## config.mk

```make
export PLATFORM = sky130hd
export DESIGN_NAME = prover_line_points
export DESIGN_NICKNAME = d
export VERILOG_FILES = /design/src/rtl/prover_line_points.sv
export SDC_FILE = /design/constraint.sdc
export NUM_CORES = 2
export LEC_CHECK = 0
export CELL_PAD_IN_SITES_DETAIL_PLACEMENT = 1
export CELL_PAD_IN_SITES_GLOBAL_PLACEMENT = 1
export CORE_ASPECT_RATIO = 0.9
export CORE_MARGIN = 1
export CORE_UTILIZATION = 30
export CTS_BUF_LIST = sky130_fd_sc_hd__clkbuf_4 sky130_fd_sc_hd__clkbuf_8
export DETAILED_ROUTE_END_ITERATION = 8
export PLACE_DENSITY_LB_ADDON = 0.08
export SLEW_MARGIN = 30
export SYNTH_ARGS = -nofsm -noshare
export SYNTH_HDL_FRONTEND = slang
export SYNTH_SLANG_ARGS = --single-unit
```

## constraint.sdc

```tcl
create_clock -name clk -period 9.4 [get_ports clk]
set_input_delay 1.88 -clock clk [delete_from_list [all_inputs] [get_ports clk]]
set_output_delay 1.88 -clock clk [all_outputs]
set_load 0.02 [all_outputs]
```

## src/rtl/prover_line_points.sv

```systemverilog
// rtl/prover_line_points.sv - line-point generator gamma(t) = w1 + t*(w2-w1) over F_Q
//
// Collects w1 then w2 (nCoords coins each) from the tau stream. It forms
// w2-w1 in place over w2, then walks gamma(t) for t = 0..nPoints-1. One
// shared modular add/sub datapath handles one coordinate per cycle.
//
// Ports:
//   clk, rstb          clock, asynchronous active-low reset
//   i_restart          synchronous abort/clear, highest priority
//   i_tau_valid/o_tau_ready, i_tau          coin input stream
//   o_w1, o_w2_m_w1    captured w1 and (w2-w1) mod Q
//   o_pt_valid/i_pt_ready, o_pt_t, o_pt_val, o_pt_om   point output stream
//   o_busy             high while differencing or emitting
//   o_done_pulse       one cycle after the last point is accepted
module prover_line_points #(
   parameter int unsigned nBits        = 61,
   parameter logic [63:0] Q            = 64'h1FFF_FFFF_FFFF_FFFF,
   parameter int unsigned nCoords      = 3,
   parameter int unsigned nPoints      = 4,
   parameter bit          emitOneMinus = 1'b1,
   parameter int unsigned nTBits       = $clog2(nPoints)
) (
   input  logic                            clk,
   input  logic                            rstb,
   input  logic                            i_restart,
   input  logic                            i_tau_valid,
   output logic                            o_tau_ready,
   input  logic [nBits-1:0]                i_tau,
   output logic [nCoords-1:0][nBits-1:0]   o_w1,
   output logic [nCoords-1:0][nBits-1:0]   o_w2_m_w1,
   output logic                            o_pt_valid,
   input  logic                            i_pt_ready,
   output logic [nTBits-1:0]               o_pt_t,
   output logic [nCoords-1:0][nBits-1:0]   o_pt_val,
   output logic [nCoords-1:0][nBits-1:0]   o_pt_om,
   output logic                            o_busy,
   output logic                            o_done_pulse
);

   generate
      if (Q <= 64'd2 || (nBits < 64 && (Q >> nBits) != 64'd0)) begin : g_bad_q
         $error("prover_line_points: Q must satisfy 2 < Q < 2^nBits");
      end
      if (nCoords < 1) begin : g_bad_coords
         $error("prover_line_points: nCoords must be >= 1");
      end
      if (nPoints < 2) begin : g_bad_points
         $error("prover_line_points: nPoints must be >= 2");
      end
      if (nTBits != $clog2(nPoints)) begin : g_bad_tbits
         $error("prover_line_points: nTBits must not be overridden");
      end
   endgenerate

   localparam int unsigned       KW     = (nCoords > 1) ? $clog2(nCoords) : 1;
   localparam logic [KW-1:0]     K_LAST = KW'(nCoords - 1);
   localparam logic [nTBits-1:0] T_LAST = nTBits'(nPoints - 1);
   localparam logic [nBits-1:0]  QN     = Q[nBits-1:0];
   localparam logic [nBits:0]    QX     = {1'b0, QN};
   localparam logic [nBits-1:0]  ONE    = nBits'(1);

   typedef enum logic [2:0] {
      S_COLLECT_W1,
      S_COLLECT_W2,
      S_DIFF,
      S_EMIT,
      S_STEP,
      S_DONE
   } state_t;

   state_t                        r_state;
   state_t                        w_next;
   logic [KW-1:0]                 r_k;
   logic [nCoords-1:0][nBits-1:0] r_w1;
   logic [nCoords-1:0][nBits-1:0] r_dm;      // raw w2 until DIFF rewrites it
   logic [nCoords-1:0][nBits-1:0] r_pt_val;
   logic [nTBits-1:0]             r_pt_t;
   logic                          r_done;

   logic                          w_k_last;
   logic                          w_pt_hs;
   logic                          w_sub;
   logic [nBits-1:0]              w_a;
   logic [nBits-1:0]              w_b;
   logic [nBits:0]                w_raw;
   logic [nBits:0]                w_fix;
   logic                          w_use_fix;
   logic [nBits-1:0]              w_alu;

   assign w_k_last = (r_k == K_LAST);

   // Shared modular datapath. DIFF computes dm[k]-w1[k]; STEP computes
   // pt_val[k]+dm[k]. One spare bit catches the borrow or the carry past Q.
   assign w_sub     = (r_state == S_DIFF);
   assign w_a       = w_sub ? r_dm[r_k] : r_pt_val[r_k];
   assign w_b       = w_sub ? r_w1[r_k] : r_dm[r_k];
   assign w_raw     = {1'b0, w_a} + (w_sub ? ~{1'b0, w_b} : {1'b0, w_b})
                      + {{nBits{1'b0}}, w_sub};
   assign w_fix     = w_sub ? (w_raw + QX) : (w_raw - QX);
   assign w_use_fix = w_sub ? w_raw[nBits] : (w_raw >= QX);
   assign w_alu     = w_use_fix ? w_fix[nBits-1:0] : w_raw[nBits-1:0];

   always_ff @(posedge clk or negedge rstb) begin
      if (!rstb) begin
         r_state <= S_COLLECT_W1;
      end else begin
         r_state <= w_next;
      end
   end

   always_comb begin
      w_next      = r_state;
      o_tau_ready = 1'b0;
      o_pt_valid  = 1'b0;
      o_busy      = 1'b0;
      case (r_state)
         S_COLLECT_W1: begin
            o_tau_ready = 1'b1;
            if (i_tau_valid && w_k_last) w_next = S_COLLECT_W2;
         end
         S_COLLECT_W2: begin
            o_tau_ready = 1'b1;
            if (i_tau_valid && w_k_last) w_next = S_DIFF;
         end
         S_DIFF: begin
            o_busy = 1'b1;
            if (w_k_last) w_next = S_EMIT;
         end
         S_EMIT: begin
            o_busy     = 1'b1;
            o_pt_valid = 1'b1;
            if (i_pt_ready) w_next = (r_pt_t == T_LAST) ? S_DONE : S_STEP;
         end
         S_STEP: begin
            o_busy = 1'b1;
            if (w_k_last) w_next = S_EMIT;
         end
         S_DONE: begin
            w_next = S_DONE;
         end
         default: begin
            w_next = S_COLLECT_W1;
         end
      endcase
      if (i_restart) w_next = S_COLLECT_W1;
   end

   assign w_pt_hs = o_pt_valid & i_pt_ready;

   always_ff @(posedge clk or negedge rstb) begin
      if (!rstb) begin
         r_k      <= '0;
         r_w1     <= '0;
         r_dm     <= '0;
         r_pt_val <= '0;
         r_pt_t   <= '0;
         r_done   <= 1'b0;
      end else if (i_restart) begin
         r_k      <= '0;
         r_w1     <= '0;
         r_dm     <= '0;
         r_pt_val <= '0;
         r_pt_t   <= '0;
         r_done   <= 1'b0;
      end else begin
         r_done <= 1'b0;
         case (r_state)
            S_COLLECT_W1: begin
               if (i_tau_valid) begin
                  r_w1[r_k]     <= i_tau;
                  r_pt_val[r_k] <= i_tau;   // gamma(0) = w1
                  r_k           <= w_k_last ? '0 : r_k + KW'(1);
               end
            end
            S_COLLECT_W2: begin
               if (i_tau_valid) begin
                  r_dm[r_k] <= i_tau;
                  r_k       <= w_k_last ? '0 : r_k + KW'(1);
               end
            end
            S_DIFF: begin
               r_dm[r_k] <= w_alu;
               r_k       <= w_k_last ? '0 : r_k + KW'(1);
            end
            S_EMIT: begin
               if (w_pt_hs && r_pt_t == T_LAST) r_done <= 1'b1;
            end
            S_STEP: begin
               r_pt_val[r_k] <= w_alu;
               if (w_k_last) begin
                  r_k <= '0;
                  if (r_pt_t != T_LAST) r_pt_t <= r_pt_t + nTBits'(1);
               end else begin
                  r_k <= r_k + KW'(1);
               end
            end
            default: ;
         endcase
      end
   end

   // (1 - x) mod Q: x = 0 -> 1, x = 1 -> 0, otherwise Q + 1 - x.
   genvar g;
   generate
      for (g = 0; g < nCoords; g++) begin : g_om
         if (emitOneMinus) begin : g_on
            assign o_pt_om[g] = (r_pt_val[g] <= ONE) ? (ONE - r_pt_val[g])
                                                     : (QN - r_pt_val[g] + ONE);
         end else begin : g_off
            assign o_pt_om[g] = '0;
         end
      end
   endgenerate

   assign o_w1         = r_w1;
   assign o_w2_m_w1    = r_dm;
   assign o_pt_val     = r_pt_val;
   assign o_pt_t       = r_pt_t;
   assign o_done_pulse = r_done;

endmodule

```

==> Word level (Yosys, flattened, before mapping) <==
Index checks and enable logic that the tools add are counted.
{ "totals": {"input_bits": 66, "out_inout_bits": 738, "register_bits": 557, "wordCells": 124} }
{ "classes": {"order_cmp": 6, "n_reduce_logical": 21, "bitwise": 2, "n_mux": 52, "eq_ne": 15, "n_addsub": 15} }
{ "ops": {"columns": ["operator", "n"], "rows": [
  ["$mux W183", 7],
  ["$bwmux W183", 5],
  ["$pmux W183 S2", 2],
  ["$mux W61", 11],
  ["$bmux W61 S2", 3],
  ["$add A61 B1 Y61 const B", 3],
  ["$le A61 B1 Y1 const B", 3],
  ["$sub A1 B61 Y61 const A", 3],
  ["$sub A61 B61 Y61 const A", 3],
  ["$demux W61 S2", 1],
  ["$add A61 B62 Y62", 1],
  ["$add A62 B1 Y62", 1],
  ["$ge A62 B61 Y1 const B", 1],
  ["$mux W62", 1],
  ["$not A61 Y62", 1],
  ["$add A61 B61 Y61 const B", 1],
  ["$sub A61 B61 Y61 const B", 1],
  ["$mux W3", 5],
  ["$ne A3 B3 Y1 const B", 5],
  ["$pmux W3 S5", 1],
  ["$mux W2", 7],
  ["$reduce_bool A2 Y1", 5],
  ["$reduce_bool A3 Y1", 3],
  ["$mux W1", 8],
  ["other kinds (18)", 29]
]} }

==> Depth between registers and ports, before layout <==
{ "logic_depth": {"depth_word": 13, "ltp_mapped": 39, "ltp_nobuf": 29} }

==> Worst setup path before layout <==
OpenSTA, ideal clock, no wires.
{ "synth_path": {"kind": "reg2reg", "startpoint": "register r_state[2]", "endpoint": "register r_pt_val (netlist bit o_pt_val[120])", "synth_period_minus_slack_ps": 9034, "stages_incl_launch_ff": 40, "n_path_buf": 11, "path_slack_ps": 366, "arrival_ps": 8913, "path_cell_list": "dfrtp_1 buf_6 or3b_1 buf_4 inv_1 buf_2 buf_1 clkbuf_1 clkbuf_1 buf_1 clkbuf_1 clkbuf_1 clkbuf_1 nor2_1 a21oi_1 ha_1 clkbuf_1 a21o_1 [4 not listed] xnor2_1 ha_1 a21o_1 a21o_1 a21o_1 a21o_1 a21o_1 a221oi_1 nor2_1 a221oi_1 a21oi_1 o31ai_1 a31oi_2 a21oi_2 or3_1 o211ai_1 or3_1 a32o_1"} }
{ "synth_between": {"elab_chain_len": 12, "word_cells_on_any_way": 21, "classes_between": "4 x add/sub; 1 x order compare; 3 x eq/ne; 9 x mux; 1 x bitwise; 3 x reduce/logical"} }
{ "synth_lines": {"columns": ["element", "line_no", "rtl"], "rows": [
  ["from (decl)", "71", "state_t r_state;"],
  ["from (signal assigned)", "107", "r_state <= w_next;"],
  ["$eq A3 B2 Y1", "94", "assign w_sub = (r_state == S_DIFF);"],
  ["$mux W61", "96", "assign w_b = w_sub ? r_w1[r_k] : r_dm[r_k];"],
  ["$not A61 Y62", "97", "assign w_raw = {1'b0, w_a} + (w_sub ? ~{1'b0, w_b} : {1'b0, w_b})"],
  ["$mux W62", "97", null],
  ["$add A61 B62 Y62", "97", null],
  ["$add A62 B1 Y62", "98", "+ {{nBits{1'b0}}, w_sub};"],
  ["$sub A61 B61 Y61 (tied with other cells)", "99", "assign w_fix = w_sub ? (w_raw + QX) : (w_raw - QX);"],
  ["$mux W61 or $mux W1 (tied branches)", "99, 100", null],
  ["$mux W61", "101", "assign w_alu = w_use_fix ? w_fix[nBits-1:0] : w_raw[nBits-1:0];"],
  ["$bwmux W183", "189", "r_pt_val[r_k] <= w_alu;"],
  ["$pmux W183 S2", "167", "case (r_state)"],
  ["$mux W183", "158", "end else if (i_restart) begin"],
  ["to (signal, indexed assignment)", "171", "r_pt_val[r_k] <= i_tau;"],
  ["to (signal, indexed assignment)", "189", null],
  ["to (decl)", "76", "logic [nCoords-1:0][nBits-1:0] r_pt_val;"]
]} }
Several ways; a longest one is shown, not always the timed one.
A chain may end at the register's enable or synchronous reset.

==> flow_summary_export.csv <==
group,metric,value,unit
outcome,outcome,"complete, but fails checks",
critical_path,crit_fanout,9,
timing,final-hold-violation-count,0,
drt,ant_nets,0,
die,core,129000,um^2
synthesis,synth_area,39300,um^2
synthesis,synth_edf_count,0,
critical_path,critPathKind,"reg -> out",
critical_path,end_kind,"output pin",
timing,fmax,109,MHz
global_route,track_usage,0.365,
die,start_util,0.304,
critical_path,crit_required,7.52,ns
die,ioPinCount,804,
outcome,violations,"design-rule violations",
place,place_inst,7149,
finish,final_util,0.412,
timing,fin_crit_sh,0.975,
clocking,clkSinkCount,557,
worst_hold_path,hold_path_class,"reg -> reg",
synthesis,yosysUniqueCellTypes,110,
global_route,grt_overflow,0,
critical_path,critPathLaunchType,"flip-flop",
clocking,post_cts_buffers,0,
clocking,ctsRootBufferMaster,"clkbuf_8",
drt,first_pass_iters,9,
synthesis,ys.flop_type,"dfrtp_1",
global_route,grt_pass1_wl,346000,um
synthesis,synthCells,4662,
drt,drt_iter0_drc,4469,
synthesis,syn-num-nets,4835,
timing,rsz0062_at_grt,"false",
finish,synthToLayoutAreaGrowth,35.7,%
clocking,cts_buffers,107,
die,die-width,384,um
timing,worst_slew_pin_slew,1.12,ns
drt,wl_per_cell,33.9,um
drt,wl,250000,um
timing,final.setup.tns,0,ns
place,place_congestion,1.03,
timing,finClkSkew,0.0706,ns
timing,hold_slack,0.507,ns
drt,num_vias,43600,
clocking,postCtsHoldBufs,0,
finish,final_area,53400,um^2
finish,drive_gt1_frac,0.112,
timing,slew_headroom,0.248,
synthesis,synth_seq_cells,557,
flow_run,cap_violations,0,
synthesis,async_reset_ff_frac,1.00,
place,dpl_cell_area,50900,um^2
finish,final_common_cell,"clkdlybuf4s50_1",
finish,final_cell_mix,"clkdlybuf4s50_1, nand2_1, dfrtp_1, o21ai_0, nor2_1",
synthesis,yosysWarnings,0,
drt,drc,124,
clocking,clock_path_buffers,3,
global_route,grt_antenna_before_repair,19,
clocking,cts.clk_slew.worst_paths,0.06,ns
global_route,grt_pass1_vias,42200,
timing,finalMaxSlewViolations,0,
critical_path,worstPathArrival,7.28,ns
finish,fin_cells,7360,
finish,nNetsFinal,5719,
timing,setup-violations-final,0,
die,die_h,345,um
synthesis,synth-seq-area-share,0.355,
global_route,grt_max_degree,131,
die,die_area,132000,um^2
place,portBuffers,803,
clocking,htreeDepth,3,
clocking,clkLatencyLatePin,0.91,ns
pwr,p_per_area,217,nW/um^2
drt,viasPerCell,5.92,
synthesis,syn_avg_cell_area,8.43,um^2
place,hpwl,196000,um
timing,min_period,9.16,ns
pwr,p_leak,22.7,nW
clocking,cts_tree,"yes",
pwr,vdd_ir_drop_max,0.107,mV
die,rows,125,
-- where the power goes --
part / switching [W] / internal (W)
clock: 0.00128 / 0.00152
combinational: 0.00366 / 0.00221
sequential: 0.000324 / 0.00259
-- Yosys cell counts (42+ instances only) --
cell type | n | area (um^2)
nand2_1 | 571 | 2140
dfrtp_1 | 557 | 13900
o21ai_0 | 463 | 2320
nor2_1 | 410 | 1540
a21oi_1 | 358 | 1790
a22o_1 | 329 | 2880
clkbuf_1 | 269 | 1010
mux2i_1 | 227 | 2270
xnor2_1 | 203 | 1780
ha_1 | 106 | 1330
nor3_1 | 100 | 500
xor2_1 | 92 | 806
inv_1 | 64 | 240
nand3_1 | 62 | 310
nand4_1 | 62 | 388
a21o_1 | 54 | 405
nor4_1 | 44 | 275
or3_1 | 44 | 275
buf_1 | 42 | 158
-- per-stage QoR --
stage | setup WS, ns | total power, W
global route | 0.0318 | 0.0120
global placement | 0.344 | 0.00869
finish | 0.236 | 0.0116
detailed placement | 0.742 | 0.00872
floorplan | 0.366 | 0.00575
CTS | 0.0647 | 0.0115
-- cells by family after synthesis --
logic type	Yosys count	synth area share
flip-flops	557	0.355
AO/OA/AOI/OAI	1572	0.267
buffers and inverters	404	0.0406
XOR/XNOR	296	0.0661
AND/OR/NAND/NOR	1489	0.177
multiplexers	237	0.0607
adder cells (fa/ha/maj)	107	0.0343
-- area by class of cell --
cell class | count | area (um^2)
well taps | 1714 | 2140
multi-input cells | 3701 | 24000
clock buffers | 172 | 2150
inverters | 64 | 245
diodes | 10 | 25.0
flip-flops and latches | 557 | 13900
repair buffers | 1115 | 10600
clock inverters | 27 | 251
fillers | 15200 | 76100
-- state kept, by name, indices dropped and copies added (netlist names) --
name and flops:
r_k 2, o_pt_val 183, o_done_pulse 1, o_w2_m_w1 183, o_w1 183, r_state 3
o_pt_t 2
-- path summary, 6_finish.rpt --
kind | start | cells past startpoint | endpoint | slack, ns
setup / recovery | o_pt_val[141] | 17 | o_pt_om[182] | 0.24
hold / removal | o_w2_m_w1[3] | 2 | o_w2_m_w1[3] | 0.51
setup reg to reg | r_k[0] | 25 | o_pt_val[60] | 0.62
hold reg to reg | o_w2_m_w1[3] | 2 | o_w2_m_w1[3] | 0.51
max in group asynchronous | rstb | 3 | o_w2_m_w1[73] | 6.33
min in group asynchronous | rstb | 1 | o_pt_val[62] | 1.00
-- critical path, stage by stage (launching register included) --
cell	delay [ns]
dfrtp_1	0.50
or4_4	0.59
or3_1	0.37
or3_4	0.39
nor4_1	0.39
and4b_1	0.62
mux2i_1	0.18
or4_4	0.49
nor3_4	0.17
nand2b_1	0.21
or3_4	0.44
nor2_4	0.12
nand2_2	0.13
or3_1	0.52
or2_4	0.33
nor4_4	0.15
xnor2_1	0.17
clkdlybuf4s50_1	0.64
-- timing repair --
item / in CTS / in global routing
pin swaps: 0 / 0
endpoints found under the setup margin: 4 / 7
gates resized for setup: 1 / 1
-- layer usage --
layer / vias up / track usage / wire (um)
met5: - / 0 / 25
met4: 4 / 0.150 / 11500
met3: 345 / 0.0932 / 22400
met2: 1926 / 0.514 / 102000
met1: 22400 / 0.525 / 114000
li1: 18900 / - / -
No activity file was read; power rests on OpenSTA's default activity.
